$ cat src/rtl/state_ntt_polyadd.sv
// state_ntt_polyadd
//   Sweeps two 256-coefficient polynomials (RAM A and RAM B, synchronous read)
//   and writes the coefficient-wise sum r[i] = a[i] + b[i] to a destination RAM.
//   Start/done handshake matches the other NTT state blocks.
//
// Optional build macro: POLYADD_CSUBQ_EN
//   When defined, an extra pipeline stage reduces the sum into [0, KYBER_Q)
//   with one conditional subtract. Write latency becomes 3 cycles and the
//   drain phase lasts 3 cycles. When undefined, the result is the plain
//   16-bit wrapping sum with a 2-cycle write latency.
//
// Ports
//   clk            system clock, rising edge
//   reset_n        asynchronous active-low reset
//   enable         start request, sampled in IDLE
//   PolyA_RData    RAM A read data, valid one cycle after address
//   PolyB_RData    RAM B read data, valid one cycle after address
//   Coef_RAd       shared read address to RAM A and RAM B
//   Coef_WEN       destination write enable
//   Coef_WAd       destination write address
//   Coef_WData     destination write data
//   Poly_Add_busy  high from start until the done pulse inclusive
//   Poly_Add_done  one-cycle completion pulse
//
// state | meaning
// IDLE  | waiting for enable
// READ  | issuing read addresses 0..KYBER_N-1
// DRAIN | flushing the read/add pipeline
// DONE  | completion pulse, then back to IDLE

module state_ntt_polyadd #(
  parameter int KYBER_K = 2,
  parameter int KYBER_N = 256,
  parameter int KYBER_Q = 3329
) (
  input  logic        clk,
  input  logic        reset_n,
  input  logic        enable,
  input  logic [15:0] PolyA_RData,
  input  logic [15:0] PolyB_RData,
  output logic [7:0]  Coef_RAd,
  output logic        Coef_WEN,
  output logic [7:0]  Coef_WAd,
  output logic [15:0] Coef_WData,
  output logic        Poly_Add_busy,
  output logic        Poly_Add_done
);

  localparam int AW = 8;
  localparam int CW = AW + 1;
`ifdef POLYADD_CSUBQ_EN
  localparam int DRAIN_CYC = 3;
`else
  localparam int DRAIN_CYC = 2;
`endif

  // Elaboration-time range guards; the blocks are intentionally empty.
  if (KYBER_K < 1) begin : g_k_out_of_range
  end
  if (KYBER_N != 256) begin : g_n_not_256
  end
  if (KYBER_Q >= 65536) begin : g_q_too_wide
  end

  typedef enum logic [1:0] {IDLE, READ, DRAIN, DONE} state_t;

  state_t        state, state_nxt;
  logic [CW-1:0] cnt, cnt_nxt;
  logic [AW-1:0] rad_nxt;
  logic          busy_nxt, done_nxt;

  always_ff @(posedge clk or negedge reset_n) begin
    if (!reset_n) begin
      state         <= IDLE;
      cnt           <= '0;
      Coef_RAd      <= '0;
      Poly_Add_busy <= 1'b0;
      Poly_Add_done <= 1'b0;
    end else begin
      state         <= state_nxt;
      cnt           <= cnt_nxt;
      Coef_RAd      <= rad_nxt;
      Poly_Add_busy <= busy_nxt;
      Poly_Add_done <= done_nxt;
    end
  end

  // cnt holds the next address to issue while in READ, and the elapsed
  // drain cycles while in DRAIN.
  always_comb begin
    state_nxt = state;
    cnt_nxt   = cnt;
    rad_nxt   = '0;
    busy_nxt  = 1'b0;
    done_nxt  = 1'b0;
    case (state)
      IDLE: begin
        if (enable) begin
          state_nxt = READ;
          cnt_nxt   = CW'(1);
          busy_nxt  = 1'b1;
        end
      end
      READ: begin
        busy_nxt = 1'b1;
        if (cnt == CW'(KYBER_N)) begin
          state_nxt = DRAIN;
          cnt_nxt   = '0;
        end else begin
          rad_nxt = cnt[AW-1:0];
          cnt_nxt = cnt + CW'(1);
        end
      end
      DRAIN: begin
        busy_nxt = 1'b1;
        if (cnt == CW'(DRAIN_CYC - 1)) begin
          state_nxt = DONE;
          done_nxt  = 1'b1;
          cnt_nxt   = '0;
        end else begin
          cnt_nxt = cnt + CW'(1);
        end
      end
      DONE: begin
        state_nxt = IDLE;
      end
      default: begin
        state_nxt = IDLE;
        cnt_nxt   = '0;
      end
    endcase
  end

  // Read pipeline: address issued in READ returns data one cycle later.
  logic          rd_vld;
  logic [AW-1:0] rd_addr;
  logic [15:0]   sum;

  assign sum = PolyA_RData + PolyB_RData;

`ifdef POLYADD_CSUBQ_EN
  logic          s_vld;
  logic [AW-1:0] s_addr;
  logic [15:0]   s_reg;

  always_ff @(posedge clk or negedge reset_n) begin
    if (!reset_n) begin
      rd_vld     <= 1'b0;
      rd_addr    <= '0;
      s_vld      <= 1'b0;
      s_addr     <= '0;
      s_reg      <= '0;
      Coef_WEN   <= 1'b0;
      Coef_WAd   <= '0;
      Coef_WData <= '0;
    end else begin
      rd_vld     <= (state == READ);
      rd_addr    <= Coef_RAd;
      s_vld      <= rd_vld;
      s_addr     <= rd_addr;
      s_reg      <= sum;
      Coef_WEN   <= s_vld;
      Coef_WAd   <= s_addr;
      // Operands are in [0, Q), so one subtract lands the sum in [0, Q).
      Coef_WData <= (s_reg >= 16'(KYBER_Q)) ? (s_reg - 16'(KYBER_Q)) : s_reg;
    end
  end
`else
  always_ff @(posedge clk or negedge reset_n) begin
    if (!reset_n) begin
      rd_vld     <= 1'b0;
      rd_addr    <= '0;
      Coef_WEN   <= 1'b0;
      Coef_WAd   <= '0;
      Coef_WData <= '0;
    end else begin
      rd_vld     <= (state == READ);
      rd_addr    <= Coef_RAd;
      Coef_WEN   <= rd_vld;
      Coef_WAd   <= rd_addr;
      Coef_WData <= sum;
    end
  end
`endif

endmodule
$ cat config.mk
export PLATFORM = sky130hd
export DESIGN_NAME = state_ntt_polyadd
export DESIGN_NICKNAME = d
export VERILOG_FILES = /design/src/rtl/state_ntt_polyadd.sv
export SDC_FILE = /design/constraint.sdc
export NUM_CORES = 1
export LEC_CHECK = 0
export BUFFER_PORTS_ARGS = -buffer_cell sky130_fd_sc_hd__buf_2
export CAP_MARGIN = 10
export CORE_MARGIN = 2
export CORE_UTILIZATION = 50
export DETAILED_ROUTE_END_ITERATION = 8
export PLACE_DENSITY = 0.76
export SLEW_MARGIN = 20
export SYNTH_ARGS = -nofsm -noshare
export SYNTH_HDL_FRONTEND = slang
export SYNTH_SLANG_ARGS = --single-unit
$ cat constraint.sdc
create_clock -name clk -period 3.01 [get_ports clk]
set_input_delay 0.4515 -clock clk [delete_from_list [all_inputs] [get_ports clk]]
set_output_delay 0.4515 -clock clk [all_outputs]
set_load 0.01 [all_outputs]
==> After elaboration in Yosys (flattened, before gate mapping) <==
Cells that the tools add are included.
{ "op_classes": {"add_sub_neg": 2, "eq_ne": 8, "n_mux": 14, "reduce_logical": 5} }
{ "op_table": {"columns": ["cell", "count"], "rows": [
  ["9-bit two-way mux", 3],
  ["9-bit one-hot mux with 3 select lines", 1],
  ["16-bit adder", 1],
  ["8-bit two-way mux", 2],
  ["9-bit by 1-bit adder with 9-bit output, second input constant", 1],
  ["9-bit by 1-bit equality test with 1-bit output, second input constant", 1],
  ["9-bit equality test, second input constant", 1],
  ["2-bit one-hot mux with 4 select lines", 1],
  ["2-bit two-way mux", 3],
  ["2-bit != test, second input constant", 3],
  ["2-bit equality test, second input constant", 2],
  ["1-bit two-way mux", 3],
  ["3-bit AND reduction", 1],
  ["3-bit nonzero test", 1],
  ["2-bit by 1-bit equality test with 1-bit output, second input constant", 1],
  ["2-bit logical NOT", 1],
  ["1-bit one-hot mux with 2 select lines", 1],
  ["2-bit AND reduction", 1],
  ["2-bit OR reduction", 1]
]} }
{ "totals": {"register_bits": 55, "output_inout_bits": 35, "wordCells": 39} }

==> Logic depth before layout (Yosys ltp) <==
Gate-level depths: netlist of run 1.
{ "depth": {"ltp_word": 3, "depth_mapped": 8} }

==> Worst setup path before layout of run 1 <==
Ideal clock, no wire load.
{ "synth_path": {"kind": "input to register", "start": "input PolyA_RData[0]", "end": "register Coef_WData[14]", "required_time_ns": 2.930, "n_path_buf": 0, "arrival_time_ns": 1.892, "setup_slack_ns": 1.038, "cell_stages": 7, "path_cell_list": "ha_1 -> fa_1 -> a21o_1 -> a21oi_1 -> o211ai_1 -> a41oi_1 -> xnor2_1"} }
{ "synth_via": {"elab_chain_cells": 1} }
{ "synth_rtl": {"columns": ["item", "line_no", "text"], "rows": [
  ["start: declaration", "39", "input logic [15:0] PolyA_RData,"],
  ["16-bit adder", "139", "assign sum = PolyA_RData + PolyB_RData;"],
  ["via sum[14]", "137", "logic [15:0] sum;"],
  ["end signal: assignment", "181", "Coef_WData <= sum;"],
  ["end: declaration", "44", "output logic [15:0] Coef_WData,"]
]} }
The timed path passes the listed nets, and every way through them passes these cells.
A chain may end at the register's enable or synchronous reset.

==> Worst setup path after layout of run 1 <==
{ "layout_path": {"start": "register cnt[4]", "end": "register cnt[6]"} }
{ "layout_via": {"elab_chain_cells": 3} }
{ "layout_rtl": {"columns": ["item", "line_no", "text"], "rows": [
  ["start: declaration", "68", "logic [CW-1:0] cnt, cnt_nxt;"],
  ["start signal: assignment", "81", "cnt <= cnt_nxt;"],
  ["9-bit by 1-bit adder with 9-bit output, or another cell as far along", "111, 121", null],
  ["9-bit two-way mux (on tied branches)", "116, 106", null],
  ["9-bit one-hot mux with 3 select lines (*)", "96", "case (state)"]
]} }
Mark *: on every way between the ends. The rest lies on a longest branch, timed or not.

==> results of run 1 <==
-- state kept, by name, indices dropped and copies added, names as in the netlist --
signal,cells
Coef_RAd,8
rd_addr,8
Coef_WEN,1
Coef_WData,16
Coef_WAd,8
state,2
rd_vld,1
cnt,9
Poly_Add_done,1
Poly_Add_busy,1
-- critical path, delay by kind of cell (launching register included) --
family | cells | cell delay (ps)
AOI/OAI and AO/OA | 4 | 910
DFF | 1 | 480
and+or+nand+nor | 1 | 430
-- final cells by class --
| cell class | count | area [sq um] | area share |
|---|---|---|---|
| sequential | 55 | 1376 | 0.4391 |
| multi-input combinational | 157 | 1181 | 0.3768 |
| timing repair buffer | 70 | 352.8 | 0.1126 |
| tap | 70 | 87.58 | 0.02794 |
| clock buffer | 5 | 68.82 | 0.02196 |
| inverter | 11 | 41.29 | 0.01317 |
| clock inverter | 3 | 26.28 | 0.008383 |
-- logic make-up (layout without fill, tap and decap cells) --
logic type               after synthesis  count (layout)  synth area share
multiplexers                           1               1          0.003846
AND/OR/NAND/NOR                       58              58            0.1207
XOR/XNOR                              17              17           0.05721
buffers and inverters                 12              89           0.01731
AO/OA/AOI/OAI                         58              58            0.1587
adder cells (fa/ha/maj)               23              23            0.1135
flip-flops                            55              55            0.5288
-- worst paths after layout --
path / startpoint / endpoint
setup / recovery: cnt[4] / cnt[6]
hold / removal: reset_n / Coef_WData[1]
setup reg to reg: cnt[4] / cnt[6]
hold reg to reg: rd_vld / Coef_WEN
max in group asynchronous: reset_n / Coef_WAd[0]
min in group clk: PolyB_RData[0] / Coef_WData[0]
-- cell usage after synthesis, types with 5 or more instances --
library cell / number / share of area
sky130_fd_sc_hd__nor2_1: 12 / 0.017
sky130_fd_sc_hd__nand3_1: 6 / 0.012
sky130_fd_sc_hd__and2_1: 6 / 0.014
sky130_fd_sc_hd__inv_1: 11 / 0.016
sky130_fd_sc_hd__o21ai_0: 8 / 0.015
sky130_fd_sc_hd__a21o_1: 5 / 0.014
sky130_fd_sc_hd__xnor2_1: 9 / 0.030
sky130_fd_sc_hd__ha_1: 22 / 0.11
sky130_fd_sc_hd__a21oi_1: 20 / 0.038
sky130_fd_sc_hd__nand2_1: 12 / 0.017
sky130_fd_sc_hd__dfrtp_1: 55 / 0.53
sky130_fd_sc_hd__xor2_1: 8 / 0.027
-- power groups by stage --
stage	clock (mW)	combinational, mW	sequential (mW)
floorplan	0	0.444	0.964
global placement	0	0.691	0.922
detailed placement	0	0.704	0.930
CTS	0.442	0.708	0.916
global route	0.477	0.785	0.929
finish	0.427	0.701	0.914
-- routing by layer --
layer | wire, microns | vias up
li1 | - | 946
met1 | 2147 | 873
met2 | 2228 | 44
met3 | 174 | 10
met4 | 127 | 0
met5 | 0 | -
-- through the flow --
step           cell area (sq um)    util
4_1_cts                     3134  0.6176
3_5_place_dp                3039  0.5989
2_1_floorplan               2603       -
6_report                    3134  0.6176
5_1_grt                     3134  0.6176
3_3_place_gp                3039  0.5989
-- placed cells by master (no fill, tap or decap), types with 3 or more instances in the layout --
master,netlist,final
sky130_fd_sc_hd__a21oi_1,20,20
sky130_fd_sc_hd__xnor2_1,9,9
sky130_fd_sc_hd__and3_1,3,3
sky130_fd_sc_hd__a21boi_0,3,3
sky130_fd_sc_hd__a22o_1,3,3
sky130_fd_sc_hd__a21o_1,5,5
sky130_fd_sc_hd__and2_1,6,6
sky130_fd_sc_hd__o21ai_0,8,8
sky130_fd_sc_hd__nor2_1,12,12
sky130_fd_sc_hd__ha_1,22,22
sky130_fd_sc_hd__buf_2,0,69
sky130_fd_sc_hd__dfrtp_1,55,55
sky130_fd_sc_hd__xor2_1,8,8
sky130_fd_sc_hd__and2_2,3,3
sky130_fd_sc_hd__clkbuf_8,0,5
sky130_fd_sc_hd__nand2_1,12,12
sky130_fd_sc_hd__nor2b_1,3,3
sky130_fd_sc_hd__o211ai_1,3,3
sky130_fd_sc_hd__inv_1,11,11
sky130_fd_sc_hd__nand3_1,6,6
sky130_fd_sc_hd__nor3_1,3,3
==> results_dict.tcl, run 1 <==
set metrics [dict create \
    outcome "completed" \
    synthFlopType "sky130_fd_sc_hd__dfrtp_1" \
    measured_slew_at_the_worst_slew_check_pin_ps 654.5 \
    seq_power_share 0.448 \
    groute.layer.met3.usage 0.03199 \
    groute.layer.met1.usage 0.2136 \
    internal_power_mw 1.319 \
    slew_viol_final 0 \
    number_of_global_route_vias_before_repair 1763 \
    grt_max_degree 56 \
    whs_ps 237.6 \
    area_growth_pct 20.43 \
    die_area_sq_um 5798 \
    route.detailed.wl_per_inst_microns 12.61 \
    timing_hold_violations_final 0 \
    worst_setup_path_end_kind "flop" \
    critical_path.max_fanout 10 \
    combined_global_route_utilization_of_all_metal_layers 0.1675 \
    yosysUniqueCellTypes 44 \
    drt_first_pass_iters 4 \
    worstPathCellList "nor4_4, a41oi_4, o21ai_4, o21ai_1, a22o_1" \
    clock_sinks 55 \
    total_power_mw 2.043 \
    max-cap-violations 0 \
    synth-seq-area-share 0.5288 \
    delay_of_the_slowest_critical_path_stage_ps 480 \
    route.detailed.vias_per_inst 5.049 \
    postSynth.asyncResetShare 1.000 \
    timing.final.setup_violations 0 \
    timing.critical_path.slowest_stage_cell "sky130_fd_sc_hd__dfrtp_1" \
    yosysWarnings 0 \
    numCtsBuffers 5 \
    antenna_violations_before_repair 0 \
    totalNegativeSetupSlack_ps 0 \
    skew_ps 17.95 \
    wl_microns 4677 \
    placement_rows 26 \
    die-height_microns 76.15 \
    antenna-diode-count 0 \
    crit_type "reg2reg" \
    path_class_of_the_lowest_slack_min_delay_path "in2async" \
    post-route-period-util 0.6406 \
    max_freq_ghz 0.5186 \
    power.density_nw_per_um2 651.7 \
    cts.htree.levels 2 \
    power.net_switching_uw 723.5 \
    fill_cells 414 \
    place.port_buffers 69 \
    cts-root-buf "sky130_fd_sc_hd__clkbuf_8" \
    coreArea_sq_um 5075 \
    place_hpwl_microns 3525 \
    power.static_leakage_nw 1.613 \
    cts_hold_buffers 0 \
    worstSkewPairLatency_ps 320 \
    final_critical_path_required_period_ps 1928 \
    clock_tree_from_tritoncts "yes" \
    syn-instance-count 224 \
    drive_above_1_share 0.2890 \
    grt_use_met2 0.2768 \
    vdd_drop_max_v 0.0003959 \
    place.detailed.instances 363 \
    global_placer_s_final_weighted_congestion 0.8829 \
    clkPwrFrac 0.209 \
    cts.clk_slew.worst_paths_ps 110 \
    netlist_area_sq_um 2602 \
    post-route-worst-setup-slack_ps 1082 \
    grt_overflow 0 \
    synth.avg_cell_area_sq_um 11.62 \
    cts.repair_timing.setup_buffer_count 0 \
    grt_first_pass_wirelength_microns 7783 \
    r2r_slack_ps 1080 \
    layout.nets 358 \
    via_count 1873 \
    timing.critical_path.required_ps 3220 \
    gr-max-usage-layer "met2" \
    drt_first_iter_violations 68 \
    initial_core_util 0.5128 \
    detail-route-antenna-nets 0 \
    detail_route.drc_violations 0 \
    timing.critical_path.arrival_ps 2140 \
    postSynthRegisterBits 55 \
    stdcell_count 371 \
    cts_resized 0 \
    clk_path_buf_depth 2 \
    power.share.combinational 0.343 \
    worst_slew_margin_rel 0.5637 \
    grt_setup_unrepaired "false" \
    dp_worst_setup_slack_ps 777.8 \
    edff_count_synth 0 \
    die_width_microns 76.15 \
    syn_nets 282 \
    timing.critical_path.from_type "flop" \
    rr_worst_depth 5 \
    power.switching_fraction 0.3542 \
    pin_count 70 \
]
Power figures use the tool's default switching activity.
==> run 2, diff against run 1 <==
Settings changed: CORE_UTILIZATION 50 to 47, PLACE_DENSITY 0.76 to 0.74.
Clock period 3.01 ns to 1.6 ns, I/O delays scaled along.
==> run 2 against run 1 <==
The flow now finishes with violations (setup timing). Setup slack lost 1300 ps. Via count up 16%. Critical path type unchanged. Clock skew down 5.4 ps. Sequential cell count did not move. First-iteration DRC count up 5.9%. Design area grew 18%. Clock power is 96% higher. Sequential share of layout area shrank 6.7 points. Clock-buffer cell count stayed put. Non-clock buffer count increased by 51. Register-to-register slack got worse by 1300 ps.
==> results_dict.tcl, run 2 (same netlist as run 1, synthesis figures left out) <==
set metrics [dict create \
    placement_rows 27 \
    worst_r2r_startpoint "cnt[7]" \
    max-cap-violations 0 \
    cp.buffers_inverters 2 \
    layout_top_registers "Coef_WData (16), cnt (9)" \
    post-route-worst-setup-slack_ps -193.2 \
    delay_of_the_slowest_critical_path_stage_ps 420 \
    wl_microns 5840 \
    timing_startpoint_of_the_critical_path "cnt[7]" \
    timing.critical_path.required_ps 1820 \
    grt_setup_unrepaired "true" \
    detail-route-antenna-nets 0 \
    crit-reg2reg-capture "cnt[6]" \
    cts-root-buf "sky130_fd_sc_hd__clkbuf_8" \
    crit_type "reg2reg" \
    layout.cells.most_common "sky130_fd_sc_hd__buf_2" \
    measured_slew_at_the_worst_slew_check_pin_ps 376.3 \
    drive_above_1_share 0.4432 \
    global_placer_s_final_weighted_congestion 0.8882 \
    combined_global_route_utilization_of_all_metal_layers 0.1884 \
    critical_path.max_fanout 7 \
    max_freq_ghz 0.5576 \
    largest_register_ffs 16 \
    registers.top_by_ff_count "Coef_WData" \
    timing.critical_path.slowest_stage_cell "sky130_fd_sc_hd__dfrtp_1" \
    timing_hold_violations_final 0 \
    met3_length_microns 224 \
    drt_first_iter_violations 72 \
    worstPathCellList "nor4_4, buf_4, a41oi_4, o21ai_4, buf_12, o21ai_1, a22o_1" \
    coreArea_sq_um 5439 \
    die_area_sq_um 6148 \
    number_of_global_route_vias_before_repair 2064 \
    place_hpwl_microns 3897 \
    die_width_microns 78.41 \
    cts.htree.levels 2 \
    path_class_of_the_lowest_slack_min_delay_path "in2reg" \
    r2r_slack_ps -190 \
    layout.nets 409 \
    route.detailed.wl_per_inst_microns 13.77 \
    whs_ps 154.2 \
    drt_first_pass_iters 4 \
    timing.critical_path.arrival_ps 2010 \
    timing.final.setup_violations 11 \
    outcome "complete, but fails checks" \
    clk_path_buf_depth 2 \
    via_count 2170 \
    slew_viol_final 0 \
    rr_worst_depth 7 \
    area_growth_pct 42.36 \
    place.port_buffers 69 \
    total_power_mw 4.690 \
    met2_length_microns 2987 \
    clock_tree_from_tritoncts "yes" \
    cts.clk_slew.worst_paths_ps 110 \
    grt_overflow 0 \
    final_cell_mix "sky130_fd_sc_hd__buf_2, sky130_fd_sc_hd__dfrtp_1, sky130_fd_sc_hd__buf_4, sky130_fd_sc_hd__ha_1, sky130_fd_sc_hd__a21oi_1" \
    clock_sinks 55 \
    numCtsBuffers 5 \
    power.static_leakage_nw 1.891 \
    post-route-util 0.6812 \
    grt_first_pass_wirelength_microns 9135 \
    post-route-period-util 1.121 \
    cp_num_cells 7 \
    initial_core_util 0.4785 \
    wirelength_met1_microns 2512 \
    timing.critical_path.from_type "flop" \
    pin_count 70 \
    worstSkewPairLatency_ps 320 \
    worst_setup_path_end_kind "flop" \
    power.density_nw_per_um2 1266 \
    detail_route.drc_violations 0 \
    antenna-diode-count 0 \
    final_critical_path_required_period_ps 1793 \
    cpLargestDelayFamily "compound AO/OA/AOI/OAI gates" \
    skew_ps 12.53 \
    vdd_drop_max_v 0.0006465 \
    highest-signal-layer "met4" \
    timing.critical_path.to "cnt[6]" \
    grt_max_degree 56 \
    dp_worst_setup_slack_ps -288.8 \
    violated_checks "setup timing" \
    die-height_microns 78.41 \
    worst_slew_margin_rel 0.7480 \
    route.detailed.vias_per_inst 5.118 \
    antenna_violations_before_repair 0 \
]
==> run 2: cell count changes in the layout (fill, tap and decap cells not counted), sizes merged <==
cell / delta
buf: +50
dlygate4sd3: +1
==> run 2: where the power goes <==
part           switching [mW]  total (mW)  internal, mW  leakage [nW]
combinational            1.07        2.14          1.07          1.12
sequential             0.0985        1.72          1.62         0.715
clock                   0.502       0.836         0.333        0.0522
total                    1.67        4.69          3.02          1.89
==> run 2: per-stage QoR <==
stage               cell area [sq um]  instances  setup TNS [ps]
global placement                 3425        406           -2279
detailed placement               3425        406           -2836
CTS                              3631        420           -1113
finish                           3705        424           -1355
global route                     3705        424           -2152
floorplan                        2673        224          -304.1
==> run 2: how the worst min path moves through the flow <==
stage	slack, ps	endpoint	start	cells after the start
2_1_floorplan	-60	Coef_RAd[0]	reset_n	0
3_5_place_dp	260	cnt[5]	reset_n	2
5_1_grt	140	Coef_WData[0]	PolyB_RData[0]	2
4_1_cts	150	Coef_WData[0]	PolyB_RData[0]	2
6_report	150	Coef_WData[0]	PolyB_RData[0]	2
3_3_place_gp	260	cnt[5]	reset_n	2
==> run 2: area by class of cell <==
class	count	area, sq um
Fill cell	409	1734
Sequential cell	55	1378
Clock inverter	3	31.28
Timing Repair Buffer	121	778.2
Multi-Input combinational cell	157	1318
Tap cell	72	90.09
Inverter	11	41.29
Clock buffer	5	68.82
==> run 2: metal layers <==
layer | GRT usage | vias to the layer above
met2 | 0.3164 | 57
met4 | 0.08246 | 0
met3 | 0.02759 | 10
li1 | - | 1048
met1 | 0.2430 | 1055
met5 | 0 | -
==> run 2: timing repair <==
item | CTS | global route
resized for setup | 14 | 9
gates cloned | 0 | 0
setup buffers | 6 | 6
hold endpoints to repair | 55 | 0
endpoints found under the setup margin | 11 | 13
pin swaps | 6 | 9
hold buffers | 1 | 0
==> run 3, diff against run 2 <==
Settings changed: CORE_UTILIZATION 47 to 50, PLACE_DENSITY 0.74 to 0.76.
Clock period 1.6 ns to 2.33 ns, I/O delays scaled along.
==> run 3 against run 2 <==
The run now ends clean. Clock power decreased by 33%. Worst hold slack improved by 97 ps. Fmax down 7.0%. Global-route usage is 2.1 points lower. Critical path depth decreased by 2. Via count fell by 14%. Non-clock buffer count down 48. Largest cell class unchanged.
==> results_dict.tcl, run 3 (same netlist as run 1, synthesis figures left out) <==
set metrics [dict create \
    outcome "completed" \
    largest_register_ffs 16 \
    clock_sinks 55 \
    timing.critical_path.from_type "flop" \
    worstSkewPairLatency_ps 310 \
    worst_slew_margin_rel 0.6594 \
    whs_ps 251.1 \
    cts-root-buf "sky130_fd_sc_hd__clkbuf_8" \
    registers.top_by_ff_count "Coef_WData" \
    wl_microns 4514 \
    place.port_buffers 69 \
    layout.nets 361 \
    combined_global_route_utilization_of_all_metal_layers 0.1669 \
    cts.clk_slew.worst_paths_ps 110 \
    detail-route-antenna-nets 0 \
    die-height_microns 76.15 \
    drt_first_pass_iters 4 \
    layout.cells.most_common "sky130_fd_sc_hd__buf_2" \
    fill_cells 440 \
    placement_rows 26 \
    cts.htree.levels 2 \
    groute.layer.met1.usage 0.2229 \
    area_of_the_multi_input_gates_sq_um 1181 \
    pin_count 70 \
    max_freq_ghz 0.5183 \
    route.detailed.wl_per_inst_microns 12.07 \
    final_cell_mix "sky130_fd_sc_hd__buf_2, sky130_fd_sc_hd__dfrtp_1, sky130_fd_sc_hd__ha_1, sky130_fd_sc_hd__a21oi_1" \
    totalNegativeSetupSlack_ps 0 \
    numCtsBuffers 5 \
    grt_overflow 0 \
    grt_use_met2 0.2643 \
    gr-max-usage-layer "met2" \
    post-route-period-util 0.8280 \
    drive_above_1_share 0.2928 \
    measured_slew_at_the_worst_slew_check_pin_ps 506.3 \
    grt_first_pass_wirelength_microns 7838 \
    timing_hold_violations_final 0 \
    initial_core_util 0.5128 \
    worst_setup_path_end_kind "flop" \
    timing.critical_path.arrival_ps 2140 \
    clock_tree_from_tritoncts "yes" \
    cts_resized 0 \
    layout_top_registers "Coef_WData (16), cnt (9)" \
    route.detailed.vias_per_inst 5.011 \
    vdd_drop_max_v 0.0005586 \
    max-cap-violations 0 \
    global_placer_s_final_weighted_congestion 0.8735 \
    detail_route.drc_violations 0 \
    via_count 1874 \
    drt_first_iter_violations 77 \
    timing.final.setup_violations 0 \
    number_of_global_route_vias_before_repair 1746 \
    coreArea_sq_um 5075 \
    grt_max_degree 27 \
    area_growth_pct 21.59 \
    post-route-util 0.6235 \
    groute.layer.met3.usage 0.03555 \
    crit_type "reg2reg" \
    slew_viol_final 0 \
    power.static_leakage_nw 1.630 \
    die_width_microns 76.15 \
    path_class_of_the_lowest_slack_min_delay_path "in2reg" \
    skew_ps 8.336 \
    die_area_sq_um 5798 \
    timing.critical_path.required_ps 2540 \
    antenna_violations_before_repair 0 \
    antenna-diode-count 0 \
    grt_setup_unrepaired "false" \
    place_hpwl_microns 3548 \
    critical_path.max_fanout 10 \
    seq_area_sq_um 1376 \
    clk_path_buf_depth 2 \
    final_critical_path_required_period_ps 1929 \
    power.density_nw_per_um2 841.9 \
]
==> run 3: cell types whose count changed in the layout (fill, tap and decap cells not counted), moves of 2 or more <==
cell / change
sky130_fd_sc_hd__ha_1: +4
sky130_fd_sc_hd__buf_4: -42
sky130_fd_sc_hd__a21boi_1: -3
sky130_fd_sc_hd__a21oi_1: +3
sky130_fd_sc_hd__nor4_1: +2
sky130_fd_sc_hd__ha_4: -3
sky130_fd_sc_hd__a21boi_0: +3
sky130_fd_sc_hd__buf_6: -4
sky130_fd_sc_hd__buf_12: -2
sky130_fd_sc_hd__a21oi_2: -3
==> run 3: layout make-up <==
cell class	instances	share of cell area
Sequential cell	55	0.4350
Multi-Input combinational cell	157	0.3733
Inverter	11	0.01305
Timing Repair Buffer	73	0.1194
Clock inverter	3	0.009885
Clock buffer	5	0.02175
Tap cell	70	0.02768
==> run 3: layer usage <==
layer	vias to the layer above	wire (microns)
met5	-	0
met1	858	2090
met4	0	89
met3	8	227
li1	954	-
met2	54	2106
==> run 3: critical path, stage by stage, from the launching register on <==
cell and delay, ps:
sky130_fd_sc_hd__dfrtp_1 490, sky130_fd_sc_hd__nor4_4 430, sky130_fd_sc_hd__a41oi_4 220, sky130_fd_sc_hd__o21ai_4 330, sky130_fd_sc_hd__nor4_1 90, sky130_fd_sc_hd__a211o_1 270
==> run 3: worst paths after layout <==
check | endpoint | from | slack, ps | depth (start not counted)
min reg2reg | Coef_WAd[0] | rd_addr[0] | 350 | 0
max in group asynchronous | Coef_WData[15] | reset_n | 1350 | 3
max reg2reg | cnt[8] | cnt[4] | 400 | 5
min in group asynchronous | rd_addr[3] | reset_n | 410 | 2
max | cnt[8] | cnt[4] | 400 | 5
min | Coef_WData[0] | PolyB_RData[0] | 250 | 2
==> run 3: power by group <==
| part | switching [mW] | internal [mW] | total (mW) |
|---|---|---|---|
| logic | 0.535 | 0.389 | 0.924 |
| clock network | 0.333 | 0.229 | 0.562 |
| registers | 0.0697 | 1.11 | 1.18 |
==> run 3: through the flow <==
stage	setup WS, ps	area [sq um]	power [mW]	std cells
after CTS	410.3	3164	2.690	374
after global routing	253.7	3164	2.865	374
after global placement	238.8	3054	2.102	365
after detailed placement	191.3	3054	2.122	365
after floorplan	459.6	2603	1.818	224
final	400.8	3164	2.664	374
==> run 3: what timing repair did <==
item | in CTS | in global routing
hold buffers | 1 | 0
hold endpoints to repair | 9 | 0
setup buffers | 0 | 0
